<file path="config.mk">
export PLATFORM = sky130hd
export DESIGN_NAME = cmd_uart_rx
export DESIGN_NICKNAME = d
export VERILOG_FILES = /design/src/rtl/cmd_uart_rx_pkg.sv /design/src/rtl/cmd_uart_rx_sync2.sv /design/src/rtl/cmd_uart_rx.sv
export SDC_FILE = /design/constraint.sdc
export NUM_CORES = 1
export LEC_CHECK = 0
export BUFFER_PORTS_ARGS = -buffer_cell sky130_fd_sc_hd__buf_2
export CAP_MARGIN = 20
export CORE_MARGIN = 5
export CORE_UTILIZATION = 60
export CTS_BUF_LIST = sky130_fd_sc_hd__clkbuf_8 sky130_fd_sc_hd__clkbuf_16
export CTS_CLUSTER_SIZE = 25
export DETAILED_ROUTE_END_ITERATION = 8
export PLACE_DENSITY = 0.89
export SETUP_SLACK_MARGIN = 0.15
export SLEW_MARGIN = 40
export SYNTH_ARGS = -nofsm -noshare
export SYNTH_HDL_FRONTEND = slang
export SYNTH_SLANG_ARGS = --single-unit
</file>
<file path="constraint.sdc">
create_clock -name clk -period 5.66 [get_ports clk]
set_input_delay 0.283 -clock clk [delete_from_list [all_inputs] [get_ports clk]]
set_output_delay 0.283 -clock clk [all_outputs]
set_load 0.05 [all_outputs]
</file>
<file path="src/rtl/cmd_uart_rx_pkg.sv">
// Shared types and constants for the serial command receiver.
package cmd_rx_pkg;

  typedef enum logic [1:0] {
    IDLE,
    START,
    DATA,
    STOP
  } rx_state_t;

  localparam int unsigned CLKS_PER_BIT_DEF = 2604;
  localparam int unsigned BAUD_CNT_W       = 12;

endpackage

</file>
<file path="src/rtl/cmd_uart_rx_sync2.sv">
// Two-flop synchronizer for an asynchronous single-bit input.
// RST_VAL sets the value both flops take in reset.
module sync2 #(
  parameter logic RST_VAL = 1'b1
) (
  input  logic clk,
  input  logic rst,
  input  logic d_i,
  output logic q_o
);

  logic meta_q;
  logic sync_q;

  always_ff @(posedge clk) begin
    if (rst) begin
      meta_q <= RST_VAL;
      sync_q <= RST_VAL;
    end else begin
      meta_q <= d_i;
      sync_q <= meta_q;
    end
  end

  assign q_o = sync_q;

endmodule

</file>
<file path="src/rtl/cmd_uart_rx.sv">
// 8N1 UART command receiver with a level cmd_rdy / clr_cmd_rdy handshake.
// Define CMD_RX_FRAME_CHK_EN to reject frames whose stop bit is low.
module cmd_uart_rx
  import cmd_rx_pkg::*;
#(
  parameter int unsigned CLKS_PER_BIT = CLKS_PER_BIT_DEF
) (
  input  logic       clk,
  input  logic       rst,
  input  logic       RX,
  input  logic       clr_cmd_rdy,
  output logic [7:0] cmd,
  output logic       cmd_rdy,
  output logic       overrun,
  output logic       frm_err
);

  localparam logic [BAUD_CNT_W-1:0] HALF_LAST = BAUD_CNT_W'(CLKS_PER_BIT / 2 - 1);
  localparam logic [BAUD_CNT_W-1:0] BIT_LAST  = BAUD_CNT_W'(CLKS_PER_BIT - 1);

  logic                  rx_s;
  logic                  stop_ok;
  rx_state_t             state_q;
  logic [BAUD_CNT_W-1:0] cnt_q;
  logic [2:0]            bit_cnt_q;
  logic [7:0]            shift_q;
  logic [7:0]            cmd_q;
  logic                  rdy_q;
  logic                  ovr_q;

  sync2 #(.RST_VAL(1'b1)) u_rx_sync (
    .clk (clk),
    .rst (rst),
    .d_i (RX),
    .q_o (rx_s)
  );

`ifdef CMD_RX_FRAME_CHK_EN
  logic ferr_q;
  assign stop_ok = rx_s;
`else
  assign stop_ok = 1'b1;
`endif

  always_ff @(posedge clk) begin
    if (rst) begin
      state_q   <= IDLE;
      cnt_q     <= '0;
      bit_cnt_q <= '0;
      shift_q   <= '0;
      cmd_q     <= '0;
      rdy_q     <= 1'b0;
      ovr_q     <= 1'b0;
`ifdef CMD_RX_FRAME_CHK_EN
      ferr_q    <= 1'b0;
`endif
    end else begin
      ovr_q <= 1'b0;
`ifdef CMD_RX_FRAME_CHK_EN
      ferr_q <= 1'b0;
`endif
      // Acceptance in STOP below overrides this clear (set wins over clear).
      if (clr_cmd_rdy) rdy_q <= 1'b0;

      case (state_q)
        IDLE: begin
          if (!rx_s) begin
            cnt_q   <= '0;
            state_q <= START;
          end
        end
        START: begin
          if (cnt_q == HALF_LAST) begin
            cnt_q     <= '0;
            bit_cnt_q <= '0;
            state_q   <= rx_s ? IDLE : DATA;
          end else begin
            cnt_q <= cnt_q + 1'b1;
          end
        end
        DATA: begin
          if (cnt_q == BIT_LAST) begin
            cnt_q     <= '0;
            shift_q   <= {rx_s, shift_q[7:1]};
            bit_cnt_q <= bit_cnt_q + 1'b1;
            if (bit_cnt_q == 3'd7) state_q <= STOP;
          end else begin
            cnt_q <= cnt_q + 1'b1;
          end
        end
        STOP: begin
          if (cnt_q == BIT_LAST) begin
            cnt_q   <= '0;
            state_q <= IDLE;
            if (stop_ok) begin
              cmd_q <= shift_q;
              rdy_q <= 1'b1;
              ovr_q <= rdy_q & ~clr_cmd_rdy;
            end
`ifdef CMD_RX_FRAME_CHK_EN
            else begin
              ferr_q <= 1'b1;
            end
`endif
          end else begin
            cnt_q <= cnt_q + 1'b1;
          end
        end
        default: state_q <= IDLE;
      endcase
    end
  end

  assign cmd     = cmd_q;
  assign cmd_rdy = rdy_q;
  assign overrun = ovr_q;
`ifdef CMD_RX_FRAME_CHK_EN
  assign frm_err = ferr_q;
`else
  assign frm_err = 1'b0;
`endif

endmodule
</file>
==> impl_metrics.ini, run 1 <==
[run_status]
status = complete, no violations

[global_route]
grt_pass1_wl_mm = 6.02
grt_start_max_net_pins = 38
first_global_vias = 1345
grt.total_usage = 0.178
antenna_found_initial = 0
grt_overflow = 0

[die]
core.rowCount = 19
die_h_um = 64.0
die_w_um = 64.0
io_pins = 15
initial_core_util = 0.628
core_um2 = 2780
die_area_um2 = 4090

[synth]
yosysTopAreaCell = dfxtp_1
syn-cell-area_um2 = 1750
synth_flop_cell = dfxtp_1
syn_avg_cell_area_um2 = 8.60
yosysSeqAreaShare = 0.424
ys_top_cells_by_area = dfxtp_1, nand2_1, a21oi_1
synth_most_common_cell = dfxtp_1
synth_nets = 211
netlist_instances = 203
ys_types = 41
synthArstFlopShare = 0
synth_top_area_frac = 0.424
synth_seq_cells = 37
yosysWarnings = 0
synth_edf_count = 0
synthTopCellsByCount = dfxtp_1, nand2_1, a21oi_1, nor2_1

[timing]
worst_slew_pin_slew_ps = 728
rsz0062_at_grt = false
setup_viol = 0
slew_viol_final = 0
max-slew-margin-rel = 0.513
final-hold-violation-count = 0
min_period_ps = 2250
setup_tns_ps = 0
finalCritPeriodShare = 0.398
clock_skew_ps = 4.87
timing.fmax_mhz = 444

[clocking]
cts_tree = done
cts_setup_buffers = 0
cts_root_buf = clkbuf_8
htreeDepth = 2
cts_hold_buf = 0
insertion_delay_ps = 290
clk_pin_slew_ps = 70
cts_resized = 0
cts.sinks = 37
numCtsBuffers = 5
cts_buffer_depth = 2

[cells_and_area]
fin_util = 0.679
layout-drive-gt1-share = 0.133
nets = 219
syn_to_final_growth_pct = 8.09
antenna_cells = 0

[critical_path]
critPathKind = reg -> reg
cp_max_fo = 18
rr_worst_depth = 4
startpoint = cnt_q[6]
required_ps = 5880
critical_path.endpoint_type = flip-flop
r2r_start = cnt_q[6]
r2r_slack_ps = 3410
r2r-end = state_q[0]
cp.arrival_ps = 2470
cp-start-kind = flip-flop

[detailed_routing]
vias_per_cell = 6.05
vias = 1465
wire_per_inst_um = 14.0
drcViolationCount = 0
ant_nets = 0
routed_wirelength_mm = 3.40
drt-initial-drc-count = 96
dr.pass1.iters = 4

[min_path]
hold_end = u_rx_sync.meta_q
hold_start = RX
holdPathStages = 2
hp-class = in -> reg

[placed_design]
hpwl_mm = 2.24
globalplace.congestion = 0.841
port_buffers = 13

[pwr]
ir_drop_uv = 285
power_density_nw_per_um2 = 261
p_leak_uw = 0.000650

[job]
maxCapViolations = 0
## logic make-up (layout without fill, tap and decap cells)
group | Yosys count | count (layout) | synth area share
mux | 8 | 8 | 0.0458
buf+inv | 19 | 27 | 0.0573
fa+ha+maj | 4 | 4 | 0.0287
other cells | 1 | 1 | 0.00215
compound gates | 48 | 48 | 0.165
simple gates | 85 | 85 | 0.272
xor+xnor | 1 | 1 | 0.00502
flops | 37 | 37 | 0.424
## how the worst max path moves through the flow
stage                   endpoint
detailed placement    state_q[0]
global route          state_q[0]
CTS                   state_q[0]
floorplan           bit_cnt_q[0]
finish                state_q[0]
global placement      state_q[0]
## per-layer routing
| metal | track usage | up-vias | share of wire |
|---|---|---|---|
| met5 | 0 | - | 0 |
| met4 | 0.0545 | 0 | 0.011 |
| met3 | 0.0630 | 4 | 0.054 |
| met2 | 0.280 | 39 | 0.48 |
| met1 | 0.228 | 680 | 0.46 |
| li1 | - | 742 | - |
## critical path: stages, from the launching register on
cell	delay [ps]
dfxtp_1	370
or4b_1	680
o31a_1	560
or3_1	430
a21oi_1	140
## placed cells by master (no fill, tap or decap), types with 3 or more instances in the layout
master	n
o31a_1	3
ha_1	4
clkbuf_8	5
nand2_1	30
o21ai_1	4
nor3_1	6
o211ai_1	3
nand4_1	4
mux2i_1	8
buf_2	13
a31oi_1	5
nor2_1	10
inv_1	5
o22ai_1	6
or3_1	3
nor4_1	3
a21oi_1	22
nand2b_1	3
nand3_1	8
dfxtp_1	37
## cell type report
class | count | area [um2]
Clock inverter | 2 | 35.0
Fill cell | 220 | 893
Tap cell | 31 | 38.8
Inverter | 5 | 18.8
Timing Repair Buffer | 15 | 80.1
Multi-Input combinational cell | 147 | 906
Sequential cell | 37 | 741
Clock buffer | 5 | 68.8
## power breakdown
group | switching, uW | leakage [uW] | internal, uW
registers | 1.32 | 0.000299 | 262
clock network | 88.6 | 0.0000540 | 128
logic | 9.94 | 0.000298 | 4.02
## registers in the layout (all words and copies together) (netlist names), named ones only
name and count:
state_q 1, overrun 1, cnt_q 12, shift_q 8, u_rx_sync.q_o 1, cmd_rdy 1, cmd 8, u_rx_sync.meta_q 1
bit_cnt_q 3
## stage by stage
| stage | power [uW] | instances | hold slack [ps] | setup slack, ps | cell area, um2 |
|---|---|---|---|---|---|
| 2_1_floorplan | 279 | 203 | 387 | 3640 | 1750 |
| 3_3_place_gp | 282 | 235 | 392 | 3500 | 1780 |
| 3_5_place_dp | 282 | 235 | 396 | 3470 | 1780 |
| 4_1_cts | 497 | 242 | 174 | 3410 | 1890 |
| 5_1_grt | 513 | 242 | 176 | 3270 | 1890 |
| 6_report | 493 | 242 | 175 | 3410 | 1890 |
(Power assumes the default switching activity.)
==> run 2, diff against run 1 <==
--- a/config.mk
+++ b/config.mk
@@ -8,11 +8,11 @@
 export BUFFER_PORTS_ARGS = -buffer_cell sky130_fd_sc_hd__buf_2
 export CAP_MARGIN = 20
 export CORE_MARGIN = 5
-export CORE_UTILIZATION = 60
+export CORE_UTILIZATION = 58
 export CTS_BUF_LIST = sky130_fd_sc_hd__clkbuf_8 sky130_fd_sc_hd__clkbuf_16
 export CTS_CLUSTER_SIZE = 25
 export DETAILED_ROUTE_END_ITERATION = 8
-export PLACE_DENSITY = 0.89
+export PLACE_DENSITY = 0.87
 export SETUP_SLACK_MARGIN = 0.15
 export SLEW_MARGIN = 40
 export SYNTH_ARGS = -nofsm -noshare
==> constraint.sdc (replaced) <==
create_clock -name clk -period 2.25 [get_ports clk]
set_input_delay 0.1125 -clock clk [delete_from_list [all_inputs] [get_ports clk]]
set_output_delay 0.1125 -clock clk [all_outputs]
set_load 0.05 [all_outputs]
==> impl_metrics.ini, run 2 (synthesis results as in run 1) <==
[timing]
finalCritPeriodShare = 0.916
fin_ws_ps = 188
min_period_ps = 2060
timing.fmax_mhz = 485
rsz0062_at_grt = true
worst_slew_pin_slew_ps = 622
clock_skew_ps = 7.67
setup_tns_ps = 0
final-hold-violation-count = 0
slew_viol_final = 0
hold_ws_ps = 21.5
setup_viol = 0
max-slew-margin-rel = 0.586

[min_path]
hold_end = u_rx_sync.meta_q
holdPathStages = 2
hp-class = in -> reg
hold_start = RX

[cells_and_area]
nets = 228
antenna_cells = 0
regMostFlops = cnt_q
largest_reg_flops = 12
layout-drive-gt1-share = 0.176
fin_util = 0.665
layout_common_cells = dfxtp_1, nand2_1, a21oi_1
final_common_cell = dfxtp_1
instances_no_fill = 254
syn_to_final_growth_pct = 13.3

[global_route]
first_global_vias = 1427
grt.total_usage = 0.186
antenna_found_initial = 0
grt_start_max_net_pins = 38
grt_overflow = 0
grt_pass1_wl_mm = 6.24

[job]
maxCapViolations = 0

[die]
die_area_um2 = 4210
die_w_um = 64.9
die_h_um = 64.9
initial_core_util = 0.587
io_pins = 15
core_um2 = 2980
core.rowCount = 20

[placed_design]
hpwl_mm = 2.47
place_ws_ps = 198
place_inst = 244
port_buffers = 13
globalplace.congestion = 0.853

[run_status]
status = complete, no violations

[clocking]
cts.sinks = 37
htreeDepth = 2
numCtsBuffers = 5
cts_hold_buf = 0
insertion_delay_ps = 290
clk_pin_slew_ps = 70
cts_tree = done
cts_root_buf = clkbuf_8
cts_buffer_depth = 2

[critical_path]
rr_worst_depth = 5
critical_path.endpoint_type = flip-flop
cp.arrival_ps = 2210
path_cells = or4b_4 > or4_4 > buf_4 > nand2_1 > a21oi_1
cp_max_fo = 9
r2r_slack_ps = 190
max_stage_delay_ps = 630
r2r-end = shift_q[4]
critPathKind = reg -> reg
crit_slowest_cell = or4b_4
required_ps = 2390
r2r_start = cnt_q[2]
cp-start-kind = flip-flop

[detailed_routing]
vias = 1548
vias_per_cell = 6.09
dr.pass1.iters = 4
ant_nets = 0
routed_wirelength_mm = 3.67
wire_per_inst_um = 14.4
drt-initial-drc-count = 162
drcViolationCount = 0

[pwr]
ir_drop_uv = 449
p_leak_uw = 0.000699
power_density_nw_per_um2 = 657
[run 2: cell types whose count changed in the layout (fill, tap and decap cells not counted), sizes merged]
cell / change
clkbuf: +1
clkinv: -1
buf: +9
clkinvlp: +1
[run 2: through the flow]
| stage | cell area [um2] | power, uW |
|---|---|---|
| final | 1980 | 1300 |
| after global routing | 1980 | 1350 |
| after CTS | 1960 | 1310 |
| after detailed placement | 1840 | 713 |
| after global placement | 1840 | 712 |
| after floorplan | 1750 | 703 |
[run 2: what timing repair did]
action	4_1_cts	5_1_grt
gates resized for setup	0	2
buffers inserted	0	2
setup endpoints to repair	0	13
[run 2: final cells by class]
class,instances,area [um2]
clock buffer,6,82.6
clock inverter,2,37.5
fill,228,998
inverter,5,18.8
multi-input combinational,147,907
sequential,37,741
tap,33,41.3
timing repair buffer,24,151
[run 2: metal layers]
metal / up-vias / GRT usage / wire length [um]
met5: - / 0 / 0
met4: 0 / 0.0792 / 70
met3: 7 / 0.0364 / 158
met2: 49 / 0.313 / 1830
met1: 726 / 0.231 / 1600
li1: 766 / - / -
[run 2: power by group]
group / internal (uW) / switching, uW / total (uW)
Clock: 360 / 242 / 603
Combinational: 11.1 / 25.5 / 36.6
Sequential: 658 / 3.66 / 661
Total: 1030 / 271 / 1300
[run 2: worst max path at each step]
stage | start | end
3_3_place_gp | cnt_q[2] | bit_cnt_q[0]
3_5_place_dp | cnt_q[2] | cnt_q[2]
6_report | cnt_q[2] | shift_q[4]
5_1_grt | cnt_q[6] | cmd[1]
2_1_floorplan | cnt_q[2] | bit_cnt_q[0]
4_1_cts | cnt_q[2] | cnt_q[2]
[run 2: worst max-delay path: cells and delay by family, from the launching register on]
family / cells / cell delay (ps)
AOI/OAI and AO/OA: 1 / 60
DFF: 1 / 400
and+or+nand+nor: 3 / 1280
buffers and inverters: 1 / 180
==> run 3, diff against run 2 <==
--- a/config.mk
+++ b/config.mk
@@ -12,6 +12,7 @@
 export CTS_BUF_LIST = sky130_fd_sc_hd__clkbuf_8 sky130_fd_sc_hd__clkbuf_16
 export CTS_CLUSTER_SIZE = 25
 export DETAILED_ROUTE_END_ITERATION = 8
+export MAX_ROUTING_LAYER = met4
 export PLACE_DENSITY = 0.87
 export SETUP_SLACK_MARGIN = 0.15
 export SLEW_MARGIN = 40
==> impl_metrics.ini, run 3 (synthesis results as in run 1) <==
[detailed_routing]
drcViolationCount = 0
routed.top_layer = met4
ant_nets = 0
drt-initial-drc-count = 162
route.met3.wl_um = 148
met2_length_mm = 1.82
routed_wirelength_mm = 3.70
dr.pass1.iters = 4
vias = 1547
wire_per_inst_um = 14.5
met1_length_mm = 1.66
vias_per_cell = 6.09

[timing]
timing.fmax_mhz = 485
setup_viol = 0
clock_skew_ps = 6.33
fin_ws_ps = 187
max-slew-margin-rel = 0.582
min_period_ps = 2060
finalCritPeriodShare = 0.917
final-hold-violation-count = 0
setup_tns_ps = 0
worst_slew_pin_slew_ps = 628
rsz0062_at_grt = true
slew_viol_final = 0

[pwr]
power_density_nw_per_um2 = 656
p_leak_uw = 0.000699
ir_drop_uv = 450

[min_path]
hp-class = in -> reg

[global_route]
grt_pass1_wl_mm = 6.24
antenna_found_initial = 0
grt_overflow = 0
first_global_vias = 1430
grt.total_usage = 0.191
grt_start_max_net_pins = 38

[placed_design]
place_ws_ps = 198
port_buffers = 13
globalplace.congestion = 0.867
dpl_cell_area_um2 = 1840
hpwl_mm = 2.47
place_inst = 244

[clocking]
cts.sinks = 37
cts_root_buf = clkbuf_8
htreeDepth = 2
clk_pin_slew_ps = 70
cts_buffer_depth = 2
numCtsBuffers = 5
insertion_delay_ps = 290
cts_hold_buf = 0
cts_tree = done

[die]
die_w_um = 64.9
io_pins = 15
initial_core_util = 0.587
die_area_um2 = 4210
core.rowCount = 20
die_h_um = 64.9
core_um2 = 2980

[cells_and_area]
instances_no_fill = 254
largest_reg_flops = 12
regMostFlops = cnt_q
final_common_cell = dfxtp_1
layout_common_cells = dfxtp_1, nand2_1, a21oi_1
syn_to_final_growth_pct = 13.3
nets = 228
layout-drive-gt1-share = 0.176
design_area_um2 = 1980
antenna_cells = 0
fin_util = 0.665

[job]
maxCapViolations = 0

[critical_path]
required_ps = 2400
cp-start-kind = flip-flop
critPathKind = reg -> reg
critical_path.endpoint_type = flip-flop
cp_max_fo = 12
cp.arrival_ps = 2210

[run_status]
status = complete, no violations
==> run 3: where the power goes <==
| group | switching [uW] | leakage, uW | internal (uW) |
|---|---|---|---|
| sequential | 3.67 | 0.000299 | 658 |
| combinational | 25.6 | 0.000343 | 11.1 |
| clock | 241 | 0.0000574 | 360 |
| total | 270 | 0.000699 | 1030 |
==> run 3: final timing paths <==
| path | start | end | slack (ps) | cells after the start |
|---|---|---|---|---|
| worst max-delay path | cnt_q[2] | cnt_q[2] | 190 | 5 |
| worst min-delay path | RX | u_rx_sync.meta_q | 20 | 2 |
| worst max register to register | cnt_q[2] | cnt_q[2] | 190 | 5 |
| worst min register to register | u_rx_sync.meta_q | u_rx_sync.q_o | 410 | 1 |
==> run 3: final cells by class <==
cell class / count / area, um2
clock buffer: 6 / 82.6
clock inverter: 2 / 37.5
tap: 33 / 41.3
fill: 228 / 998
sequential: 37 / 741
multi-input combinational: 147 / 907
timing repair buffer: 24 / 151
inverter: 5 / 18.8
==> run 3: routing by layer <==
layer  vias up  GRT usage
met4         0     0.0792
met3         8     0.0364
met5         -          -
met1       728      0.231
met2        47      0.313
li1        764          -
==> run 3: repair_timing <==
action,in CTS,in global routing
resized for setup,0,2
hold endpoints to repair,0,0
setup buffers,0,2
endpoints found under the setup margin,0,13
==> run 3: worst max-delay path: stages, from the launching register on <==
cell and delay (ps):
dfxtp_1 400, or4b_4 630, o31a_2 450, buf_4 200, o22ai_1 160, a21oi_1 90
==> run 3: per-stage QoR <==
| stage | hold slack (ps) | power, uW |
|---|---|---|
| after CTS | 17.8 | 1310 |
| after detailed placement | 321 | 713 |
| after global placement | 302 | 712 |
| final | 21.7 | 1300 |
| after global routing | 13.6 | 1350 |
| after floorplan | 216 | 703 |
